File: src/rtl/alu_mc.sv
// Multi-cycle Hack-style ALU with valid/ready handshakes on both sides.
// Define ALU_MC_MUL_EN to add a WIDTH-cycle shift-add multiply mode (mul=1).
module alu_mc #(
  parameter int WIDTH = 16
) (
  input  logic             clk,
  input  logic             rst_n,
  input  logic             in_valid,
  output logic             in_ready,
  input  logic [WIDTH-1:0] x,
  input  logic [WIDTH-1:0] y,
  input  logic             zx,
  input  logic             nx,
  input  logic             zy,
  input  logic             ny,
  input  logic             f,
  input  logic             no,
  input  logic             mul,
  output logic             out_valid,
  input  logic             out_ready,
  output logic [WIDTH-1:0] out,
  output logic             zr,
  output logic             ng,
  output logic             cy,
  output logic             ov,
  output logic             busy
);

  typedef enum logic [1:0] {IDLE = 2'd0, MUL = 2'd1, DONE = 2'd2} state_e;

  state_e           state_q, state_d;
  logic [WIDTH-1:0] out_q, out_d;
  logic             cy_q, cy_d, ov_q, ov_d;

  logic [WIDTH-1:0] xz, yz, xp, yp, r, std_out;
  logic [WIDTH:0]   sum;
  logic             std_cy, std_ov;

  always_comb begin
    xz      = zx ? '0 : x;
    yz      = zy ? '0 : y;
    xp      = nx ? ~xz : xz;
    yp      = ny ? ~yz : yz;
    sum     = {1'b0, xp} + {1'b0, yp};
    r       = f ? sum[WIDTH-1:0] : (xp & yp);
    std_out = no ? ~r : r;
    std_cy  = f & sum[WIDTH];
    // Overflow: both addends share a sign that the sum does not.
    std_ov  = f & (xp[WIDTH-1] == yp[WIDTH-1]) & (sum[WIDTH-1] != xp[WIDTH-1]);
  end

`ifdef ALU_MC_MUL_EN
  localparam int CNT_W = (WIDTH > 2) ? $clog2(WIDTH) : 1;

  logic [CNT_W-1:0] cnt_q, cnt_d;
  logic [WIDTH-1:0] acc_q, acc_d, mcand_q, mcand_d, mplier_q, mplier_d, acc_step;
  logic             no_q, no_d;
`else
  logic unused_mul;
  assign unused_mul = mul;
`endif

  always_comb begin
    // NOTE: every combinational output gets a default first so no path infers a latch.
    state_d = state_q;
    out_d   = out_q;
    cy_d    = cy_q;
    ov_d    = ov_q;
`ifdef ALU_MC_MUL_EN
    acc_d    = acc_q;
    mcand_d  = mcand_q;
    mplier_d = mplier_q;
    cnt_d    = cnt_q;
    no_d     = no_q;
    acc_step = mplier_q[0] ? acc_q + mcand_q : acc_q;
`endif
    case (state_q)
      IDLE: begin
        if (in_valid) begin
`ifdef ALU_MC_MUL_EN
          if (mul) begin
            state_d  = MUL;
            acc_d    = '0;
            mcand_d  = xp;
            mplier_d = yp;
            cnt_d    = '0;
            no_d     = no;
          end else
`endif
          begin
            state_d = DONE;
            out_d   = std_out;
            cy_d    = std_cy;
            ov_d    = std_ov;
          end
        end
      end
`ifdef ALU_MC_MUL_EN
      MUL: begin
        acc_d    = acc_step;
        mcand_d  = mcand_q << 1;
        mplier_d = mplier_q >> 1;
        cnt_d    = cnt_q + CNT_W'(1);
        // The last of WIDTH steps writes the result directly so DONE follows at once.
        if (cnt_q == CNT_W'(WIDTH - 1)) begin
          state_d = DONE;
          out_d   = no_q ? ~acc_step : acc_step;
          cy_d    = 1'b0;
          ov_d    = 1'b0;
        end
      end
`endif
      DONE: begin
        if (out_ready) state_d = IDLE;
      end
      default: state_d = IDLE;
    endcase
  end

  // NOTE: sequential state uses non-blocking assignments only.
  always_ff @(posedge clk) begin
    if (!rst_n) begin
      state_q <= IDLE;
      out_q   <= '0;
      cy_q    <= 1'b0;
      ov_q    <= 1'b0;
`ifdef ALU_MC_MUL_EN
      cnt_q   <= '0;
`endif
    end else begin
      state_q <= state_d;
      out_q   <= out_d;
      cy_q    <= cy_d;
      ov_q    <= ov_d;
`ifdef ALU_MC_MUL_EN
      cnt_q   <= cnt_d;
`endif
    end
  end

`ifdef ALU_MC_MUL_EN
  // NOTE: multiply datapath is left unreset; it is fully loaded on every accept.
  always_ff @(posedge clk) begin
    acc_q    <= acc_d;
    mcand_q  <= mcand_d;
    mplier_q <= mplier_d;
    no_q     <= no_d;
  end
`endif

  assign in_ready  = (state_q == IDLE);
  assign out_valid = (state_q == DONE);
  assign busy      = (state_q != IDLE);
  assign out       = out_q;
  assign zr        = (out_q == '0);
  assign ng        = out_q[WIDTH-1];
  assign cy        = cy_q;
  assign ov        = ov_q;

endmodule

File: config.mk
export PLATFORM = sky130hd
export DESIGN_NAME = alu_mc
export DESIGN_NICKNAME = d
export VERILOG_FILES = /design/src/rtl/alu_mc.sv
export SDC_FILE = /design/constraint.sdc
export NUM_CORES = 1
export LEC_CHECK = 0
export CAP_MARGIN = 15
export CELL_PAD_IN_SITES_DETAIL_PLACEMENT = 2
export CELL_PAD_IN_SITES_GLOBAL_PLACEMENT = 2
export CORE_MARGIN = 3
export CORE_UTILIZATION = 30
export CTS_BUF_LIST = sky130_fd_sc_hd__clkbuf_8
export DETAILED_ROUTE_END_ITERATION = 16
export PLACE_DENSITY_LB_ADDON = 0.1
export SLEW_MARGIN = 30
export SYNTH_ARGS = -nofsm -noshare
export SYNTH_HDL_FRONTEND = slang
export SYNTH_SLANG_ARGS = --single-unit
File: constraint.sdc
create_clock -name clk -period 5.6 [get_ports clk]
set_input_delay 0.84 -clock clk [delete_from_list [all_inputs] [get_ports clk]]
set_output_delay 0.84 -clock clk [all_outputs]
set_load 0.01 [all_outputs]
==> key figures <==
Final layout
  – Design area: 3074 sq um
  – Final core occ: 41.71%
  – Most frequent cells in the layout: 64 x clkdlybuf4s50_1, 49 x xnor2_1, 34 x nand2b_1, 21 x a21oi_1
  – Layout cells sized above 1: 4.249%
  – Non-Filler Instances: 452
  – Post-layout nets: 414
  – N_diodes: 0
  – Most common cell after layout, fill and taps aside: clkdlybuf4s50_1
  – Area grow syn2layout: 32.88%

GRT
  – GRT Residual Overflow: 0
  – Total global routing track utilization: 16.49%
  – First-pass GRT wire length: between 10 and 15 mm
  – Largest net degree at the start of global routing: 33
  – Antenna violations before repair: 0
  – Vias in the first global route: roughly 2400

Floorplan
  – Starting Density: 31.39%
  – Total Die Area: 8801 sq um
  – DIE HEIGHT: 93.82 um
  – Core area: 7370 sq um
  – Row cnt: 31
  – Die X: between 90 and 100 um
  – I/O pin count: between 60 and 70

Setup path
  – CP arrival: 4.36 ns
  – Worst EP required: 5.80 ns
  – Crit path capture type: register
  – Startpoint class of the critical path: input port
  – Top fanout value on the critical path: 16
  – WS Path Type: input port to register

Clock tree
  – Post CTS Setup Buffer Count: 0
  – Post-cts sizing count: 0
  – CTS tree: built
  – Clock Path Buffers: 2
  – CTS H-tree depth: 1
  – Total clock sinks: 19
  – Root buffer cell: clkbuf_8
  – TritonCTS buffer count: 3
  – Clock slew at reported path FFs: about 0.070 ns
  – Skew-Pair Late Insertion Delay: around 0.25 ns
  – Cts-stage hold buffer count: 0

Route
  – Top layer in use: met4
  – # DRC: 0
  – 1st-pass router iterations: 4
  – Via-to-Cell Ratio: between 5 and 6
  – Antenna-violating nets left: 0
  – WL met1: ~3.4 mm
  – Routed wire length: 7.133 mm
  – Vias: 2340
  – DR WL met2: 3.348 mm
  – WL/cell: about 16 um
  – Initial DRC count: 72
  – Metal3 WL: 264 um

Timing
  – Slew headroom: 49.47%
  – Minimum clock period: roughly 4.2 ns
  – RSZ-0062 raised after global routing: false
  – Worst-Margin Slew: between 0.7 and 0.8 ns
  – Fin Clk Skew: 0.001430 ns
  – FMAX: between 0.2 and 0.25 GHz
  – Final slew viol count: 0
  – Final worst-path cycle share: 74.35%
  – Setup TNS: 0 ns
  – Count of final setup violators: 0
  – Fin. Hold Viols: 0

Power and ir drop
  – VDD IR max: 0.07854 mV
  – Leakage: approximately 1.1 nW
  – PD cells: 213.8 nW/um^2

Synth
  – Seq/Total Area, Yosys: between 15 and 20%
  – Post-synth net total: approximately 360
  – Yosys warns: 0
  – Post-Syn Instances: 299
  – Library cells used by synthesis: 50
  – Mapped cell area: 2313 sq um
  – Synth async-reset ratio: 0%
  – Avg Inst Size Synth: 7.737 sq um
  – FF+latch count, synth: 19
  – Top FF cell, synth: dfxtp_1
  – EDFF count, synth: 0

Job
  – Max-cap viol count: 0

Run status
  – Status: completed

Placed design
  – I/O Buffers: 64
  – DP Area: between 3000 and 4000 sq um
  – Dpl cells: 448
  – Routability cong.: between 0.7 and 0.8
  – DP HPWL: ~6 mm

Min path
  – HP Class: register to register
==> per-layer routing <==
metal	track usage (%)	up-vias
met5	0	-
met2	28.27	58
li1	-	1177
met1	22.18	1101
met4	4.212	0
met3	1.362	4
==> worst max-delay path, stage by stage <==
cell,delay (ns)
clkdlybuf4s50_1,0.62
nand2b_1,0.26
xnor2_1,0.14
ha_1,0.26
fa_1,0.41
a21o_1,0.22
a221oi_2,0.31
a21oi_1,0.13
o41a_1,0.42
or3_1,0.35
a311o_1,0.32
nand3_1,0.08
==> synth_stat cells, types with 2 or more instances <==
library cell  instances  area (sq um)
a211o_1               3         26.28
a211oi_1              2         15.01
a21o_1                6         45.04
a21oi_1              21         105.1
a31oi_1               2         12.51
a32oi_1               2         17.52
and3_1                2         12.51
and4_1                2         17.52
buf_1                 2         7.510
buf_4                 2         15.01
clkbuf_1             13         48.80
dfxtp_1              19         380.4
ha_1                 16         200.2
inv_1                 5         18.77
mux2i_1               7         70.07
nand2_1              19         71.32
nand2b_1             34         212.7
nand3_1              16         80.08
nand4_1               4         25.02
nor2_1                7         26.28
nor2b_1               7         43.79
nor3_1                4         20.02
nor4_1                5         31.28
o211ai_1              6         45.04
o21ai_0              14         70.07
o221ai_1              2         17.52
or3_1                 3         18.77
or3b_2                2         17.52
xnor2_1              49         429.2
xor2_1                3         26.28
==> metrics by stage <==
step / hold slack (ns) / power, W / setup slack (ns)
detailed placement: 0.4705 / 0.0005710 / 1.101
global placement: 0.4543 / 0.0005559 / 1.184
finish: 0.4771 / 0.0006571 / 1.436
floorplan: 0.4878 / 0.0004305 / 1.640
CTS: 0.4808 / 0.0006680 / 1.363
global route: 0.5152 / 0.0007176 / 1.164
==> final cells by class <==
type	instances	area [sq um]
Fill cell	861	4295
Multi-Input combinational cell	257	1839
Timing Repair Buffer	67	663.1
Sequential cell	19	380.4
Tap cell	99	123.9
Clock buffer	3	41.29
Inverter	6	22.52
Clock inverter	1	3.754
==> worst paths after layout <==
check                                             start                   end  slack, ns  cells after the start
worst max-delay path                                 zx  out[14]$_SDFFE_PN0P_       1.44                     12
worst min register to register          ov$_SDFFE_PN0P_       ov$_SDFFE_PN0P_       0.48                      2
worst min-delay path                    ov$_SDFFE_PN0P_       ov$_SDFFE_PN0P_       0.48                      2
worst max register to register  state_q[1]$_SDFFE_PN0P_  out[13]$_SDFFE_PN0P_       3.59                      5
==> state kept, by name, summed over array words and instances (netlist names) <==
register	cells
out	16
ov	1
cy	1
state_q	1
==> report_power, final <==
group | internal [W] | leakage, nW | switching (W) | total, W
combinational | 0.000195 | 0.954 | 0.000204 | 0.000399
clock | 0.0000487 | 0.0269 | 0.0000441 | 0.0000927
sequential | 0.000151 | 0.156 | 0.0000138 | 0.000165
==> cell families after synthesis <==
kind of cell | count (synthesis) | synth area share (%)
adders and majority gates | 17 | 9.519
AOI/OAI and AO/OA | 71 | 20.44
DFF | 19 | 16.44
xor gates and xnor gates | 52 | 19.69
muxes | 8 | 3.516
buffers and inverters | 23 | 4.056
and+or+nand+nor | 109 | 26.34
(Power assumes the default switching activity.)
